### src/rtl/telemetry.sv
// Periodic A2D telemetry packet sender over an 8N1 UART on TX.
// Define TELEM_CHECKSUM_EN to append an inverted-sum checksum byte to each packet.
module telemetry #(
  parameter int BAUD_DIV    = 2604,
  parameter int PERIOD_BITS = 20
) (
  input  logic        clk,
  input  logic        rst_n,
  input  logic [11:0] batt,
  input  logic [11:0] curr,
  input  logic [11:0] torque,
  output logic        TX,
  output logic        pkt_busy
);

  // state | meaning
  // IDLE  | line high, waiting for the period tick
  // START | start bit (TX low) of the current byte
  // DATA  | eight data bits, LSB first
  // STOP  | stop bit (TX high), then next byte or back to IDLE
  localparam logic [1:0] IDLE  = 2'd0;
  localparam logic [1:0] START = 2'd1;
  localparam logic [1:0] DATA  = 2'd2;
  localparam logic [1:0] STOP  = 2'd3;

`ifdef TELEM_CHECKSUM_EN
  localparam logic [3:0] LAST_IDX = 4'd8;
`else
  localparam logic [3:0] LAST_IDX = 4'd7;
`endif
  localparam logic [11:0] BAUD_LAST = 12'(BAUD_DIV - 1);

  logic [PERIOD_BITS-1:0] timer;
  logic                   tick;
  logic [1:0]             state;
  logic [11:0]            baud_cnt;
  logic [2:0]             bit_cnt;
  logic [3:0]             byte_idx;
  logic [3:0]             next_idx;
  logic [7:0]             shift;
  logic [7:0]             next_byte;
  logic [11:0]            batt_sh;
  logic [11:0]            curr_sh;
  logic [11:0]            torque_sh;
  logic                   baud_done;

  assign tick      = &timer;
  assign baud_done = (baud_cnt == BAUD_LAST);
  assign next_idx  = byte_idx + 4'd1;

  always_ff @(posedge clk or negedge rst_n) begin
    if (!rst_n) timer <= '0;
    else        timer <= timer + PERIOD_BITS'(1);
  end

`ifdef TELEM_CHECKSUM_EN
  logic [7:0] csum;
  assign csum = ~({4'h0, batt_sh[11:8]} + batt_sh[7:0] +
                  {4'h0, curr_sh[11:8]} + curr_sh[7:0] +
                  {4'h0, torque_sh[11:8]} + torque_sh[7:0]);
`endif

  // Byte 0 (0xAA) is loaded directly from IDLE, so only bytes 1..LAST_IDX come from here.
  always_comb begin
    next_byte = 8'h00;
    case (next_idx)
      4'd1:    next_byte = 8'h55;
      4'd2:    next_byte = {4'h0, batt_sh[11:8]};
      4'd3:    next_byte = batt_sh[7:0];
      4'd4:    next_byte = {4'h0, curr_sh[11:8]};
      4'd5:    next_byte = curr_sh[7:0];
      4'd6:    next_byte = {4'h0, torque_sh[11:8]};
      4'd7:    next_byte = torque_sh[7:0];
`ifdef TELEM_CHECKSUM_EN
      4'd8:    next_byte = csum;
`endif
      default: next_byte = 8'h00;
    endcase
  end

  always_ff @(posedge clk or negedge rst_n) begin
    if (!rst_n) begin
      state     <= IDLE;
      baud_cnt  <= '0;
      bit_cnt   <= '0;
      byte_idx  <= '0;
      shift     <= '0;
      batt_sh   <= '0;
      curr_sh   <= '0;
      torque_sh <= '0;
      TX        <= 1'b1;
      pkt_busy  <= 1'b0;
    end else begin
      case (state)
        IDLE: begin
          baud_cnt <= '0;
          if (tick) begin
            state     <= START;
            batt_sh   <= batt;
            curr_sh   <= curr;
            torque_sh <= torque;
            shift     <= 8'hAA;
            byte_idx  <= '0;
            TX        <= 1'b0;
            pkt_busy  <= 1'b1;
          end
        end
        START: begin
          if (baud_done) begin
            state    <= DATA;
            baud_cnt <= '0;
            bit_cnt  <= '0;
            TX       <= shift[0];
          end else begin
            baud_cnt <= baud_cnt + 12'd1;
          end
        end
        DATA: begin
          if (baud_done) begin
            baud_cnt <= '0;
            if (bit_cnt == 3'd7) begin
              state <= STOP;
              TX    <= 1'b1;
            end else begin
              bit_cnt <= bit_cnt + 3'd1;
              shift   <= {1'b0, shift[7:1]};
              TX      <= shift[1];
            end
          end else begin
            baud_cnt <= baud_cnt + 12'd1;
          end
        end
        default: begin
          if (baud_done) begin
            baud_cnt <= '0;
            if (byte_idx < LAST_IDX) begin
              state    <= START;
              byte_idx <= next_idx;
              shift    <= next_byte;
              TX       <= 1'b0;
            end else begin
              state    <= IDLE;
              pkt_busy <= 1'b0;
            end
          end else begin
            baud_cnt <= baud_cnt + 12'd1;
          end
        end
      endcase
    end
  end

endmodule

### config.mk
export PLATFORM = sky130hd
export DESIGN_NAME = telemetry
export DESIGN_NICKNAME = d
export VERILOG_FILES = /design/src/rtl/telemetry.sv
export SDC_FILE = /design/constraint.sdc
export NUM_CORES = 1
export LEC_CHECK = 0
export BUFFER_PORTS_ARGS = -buffer_cell sky130_fd_sc_hd__buf_2
export CAP_MARGIN = 20
export CORE_MARGIN = 8
export CORE_UTILIZATION = 56
export CTS_CLUSTER_SIZE = 16
export DETAILED_ROUTE_END_ITERATION = 6
export PLACE_DENSITY_LB_ADDON = 0.2
export SYNTH_ARGS = -nofsm -noshare
export SYNTH_HDL_FRONTEND = slang
export SYNTH_SLANG_ARGS = --single-unit
### constraint.sdc
create_clock -name clk -period 3.09 [get_ports clk]
set_clock_uncertainty 0.2 [all_clocks]
set_input_delay 0.618 -clock clk [delete_from_list [all_inputs] [get_ports clk]]
set_output_delay 0.618 -clock clk [all_outputs]
set_load 0.05 [all_outputs]
==> flow_summary_export.csv <==
group,metric,value,unit
placement,dp_slack,0.552,ns
clocking,cts_htree_levels,3,
logic_synthesis,ys_top_cells_by_count,"dfrtp_1, mux2_2, nand2_1, nor2_1, nand3_1",
placement,place.port_buffers,39,
logic_synthesis,synth_top_cell_area_share,48.4,%
placement,dpl.hpwl,6760,µm
timing,fin_tns_setup,0,ns
worst_hold_path,min_path_type,"input pin to asynchronous set/reset pin",
global_route,grt_pass1_wl,16000,µm
clocking,cts_setup_buffers,0,
routing,vias,3250,
clocking,cts_hold_buf,0,
die,start_util,57.6,%
clocking,clk_latency,0.36,ns
logic_synthesis,ys.flop_type,"dfrtp_1",
global_route,antenna_found_initial,0,
job,cap_violations,0,
timing,fin_crit_sh,84.9,%
finish,num_antenna_cells,0,
routing,drt_iter0_markers,97,
timing,setup_viol,0,
pwr,peakVddDrop,0.276,mV
timing,fin_crit,2.62,ns
clocking,path_clk_slew,0.08,ns
die,dieHeight,105,µm
global_route,grt_pass1_vias,3447,
logic_synthesis,syn_area_per_cell,11.0,µm²
clocking,cts_max_path_buffers,2,
finish,areaGrowthSynthToFinish,11.5,%
logic_synthesis,netlist_instances,404,
routing,dr.pass1.iters,4,
clocking,cts_buffers,9,
logic_synthesis,yosysMostFrequentCell,"dfrtp_1",
logic_synthesis,ys_warn_count,0,
logic_synthesis,ys_async_sr_fraction,100,%
global_route,grt_start_max_net_pins,54,
logic_synthesis,yosysTopAreaCell,"dfrtp_1",
placement,gp_congestion,0.861,
routing,viasPerCell,5.89,
finish,fin_cells,552,
routing,post-route-drc-count,0,
worst_setup_path,crit_type,"register to register",
die,rows,32,
clocking,cts_resized,0,
worst_setup_path,rr_worst_depth,7,
worst_setup_path,rrSetupSlack,0.47,ns
timing,hold_viol_final,0,
timing,fmax,381,MHz
outcome,status,"finished clean",
placement,dp.cells,536,
logic_synthesis,synth-edff-count,0,
worst_setup_path,r2r-start,"byte_idx[0]",
pwr,leakage,2.26,nW
timing,relSlewSlack,54.3,%
finish,drive_gt1_share,26.4,%
timing,max_slew.worst_pin.slew,0.686,ns
logic_synthesis,yosysSeqAreaShare,49.0,%
finish,nNetsFinal,496,
clocking,numClockSinks,87,
worst_setup_path,start_kind,"register",
logic_synthesis,synth_seq_cells,87,
global_route,grtUsageTotal,17.5,%
timing,worst_slack,0.468,ns
clocking,cts_root_buf,"clkbuf_8",
die,die_area,11100,µm²
pwr,power_density,431,nW/µm²
timing,slew_viol_final,0,
logic_synthesis,syn_nets,455,
logic_synthesis,post_synth_num_cell_types,65,
routing,totalWireLength,9350,µm
worst_setup_path,critPathArrivalTime,2.72,ns
finish,fill_cells,632,
die,pin_count,40,
routing,avgRoutedWirePerCell,16.9,µm
logic_synthesis,synthTopCellsByArea,"dfrtp_1, mux2_2, ha_1",
global_route,gr-total-overflow,0,
worst_setup_path,crit_required,3.19,ns
worst_setup_path,worst_setup_path_end_kind,"register",
worst_setup_path,r2r_end,"shift[4]",
die,core_area,7730,µm²
clocking,cts_tree,"done",
worst_setup_path,critPathMaxFanout,14,
die,die_w,105,µm
timing,rsz0062_at_grt,"no",
logic_synthesis,netlist_area,4450,µm²
routing,ant_nets,0,
worst max path at each step:
stage          slack, ns  cells past startpoint         from       end
4_1_cts             0.52                      7  byte_idx[0]  shift[4]
3_3_place_gp        0.56                      6  byte_idx[0]  shift[4]
3_5_place_dp        0.55                      7  byte_idx[0]  shift[4]
6_report            0.47                      7  byte_idx[0]  shift[4]
5_1_grt             0.29                      6  byte_idx[0]  shift[4]
2_1_floorplan       0.73                      8     state[0]  shift[5]
routing by layer:
metal	global-route usage (%)	up-vias	wire length, µm
li1	-	1543	-
met1	21.0	1610	4120
met2	29.3	79	4570
met3	4.48	18	479
met4	7.54	0	173
met5	0	-	0
cells by family (layout without fill, tap and decap cells):
logic type	after synthesis	count (layout)	share of synthesized area (%)
AO/OA/AOI/OAI	86	86	14.2
XOR/XNOR	29	29	5.71
buffers and inverters	31	77	3.68
multiplexers	41	41	10.3
flip-flops	87	87	49.0
AND/OR/NAND/NOR	117	117	13.5
adder cells (fa/ha/maj)	13	13	3.66
state kept, by name, summed over array words and instances, names as in the netlist:
signal     count
bit_cnt        3
TX             1
timer         20
torque_sh     12
batt_sh       12
curr_sh       12
shift          8
baud_cnt      12
pkt_busy       1
byte_idx       4
state          2
cell usage in the layout (no fill, tap or decap), types with 4 or more instances in the layout:
master | Yosys | layout
dfrtp_1 | 86 | 86
nor2_1 | 30 | 30
mux2_2 | 39 | 39
nand3_1 | 19 | 19
nand4_1 | 5 | 5
clkbuf_8 | 0 | 10
and3_1 | 10 | 10
buf_2 | 1 | 38
inv_1 | 12 | 12
nor3_1 | 5 | 5
o21a_1 | 4 | 4
xnor2_1 | 17 | 17
buf_4 | 1 | 9
a21oi_1 | 18 | 18
xor2_1 | 12 | 12
nand2_1 | 30 | 30
o21ai_0 | 17 | 17
ha_1 | 13 | 13
a22oi_1 | 5 | 5
o22a_2 | 4 | 4
stage by stage:
stage	total power [mW]	area, µm²	utilization (%)	hold WS (ns)
2_1_floorplan	1.22	4450	-	0.122
3_3_place_gp	1.28	4740	61.3	0.259
3_5_place_dp	1.28	4740	61.3	0.258
4_1_cts	2.16	4960	64.2	0.126
5_1_grt	2.21	4960	64.2	0.148
6_report	2.14	4960	64.2	0.0980
critical path, cell delays in order (launching register included):
cell	delay [ns]
dfrtp_1	0.47
inv_1	0.14
ha_1	0.50
nor4b_1	0.46
o21bai_1	0.29
a32oi_1	0.11
a21oi_1	0.23
o22a_2	0.17
power breakdown:
group / internal [mW] / total (mW) / switching [mW]
clock: 0.478 / 0.885 / 0.407
combinational: 0.0389 / 0.0779 / 0.0390
sequential: 1.16 / 1.18 / 0.0160
area by class of cell:
| cell class | instances | area (µm²) | area share [%] |
|---|---|---|---|
| Timing Repair Buffer | 48 | 278 | 5.60 |
| Clock inverter | 5 | 81.3 | 1.64 |
| Inverter | 13 | 48.8 | 0.983 |
| Sequential cell | 87 | 2180 | 43.9 |
| Clock buffer | 11 | 141 | 2.85 |
| Multi-Input combinational cell | 286 | 2110 | 42.5 |
| Tap cell | 102 | 128 | 2.57 |
No activity file was read; power rests on OpenSTA's default activity.
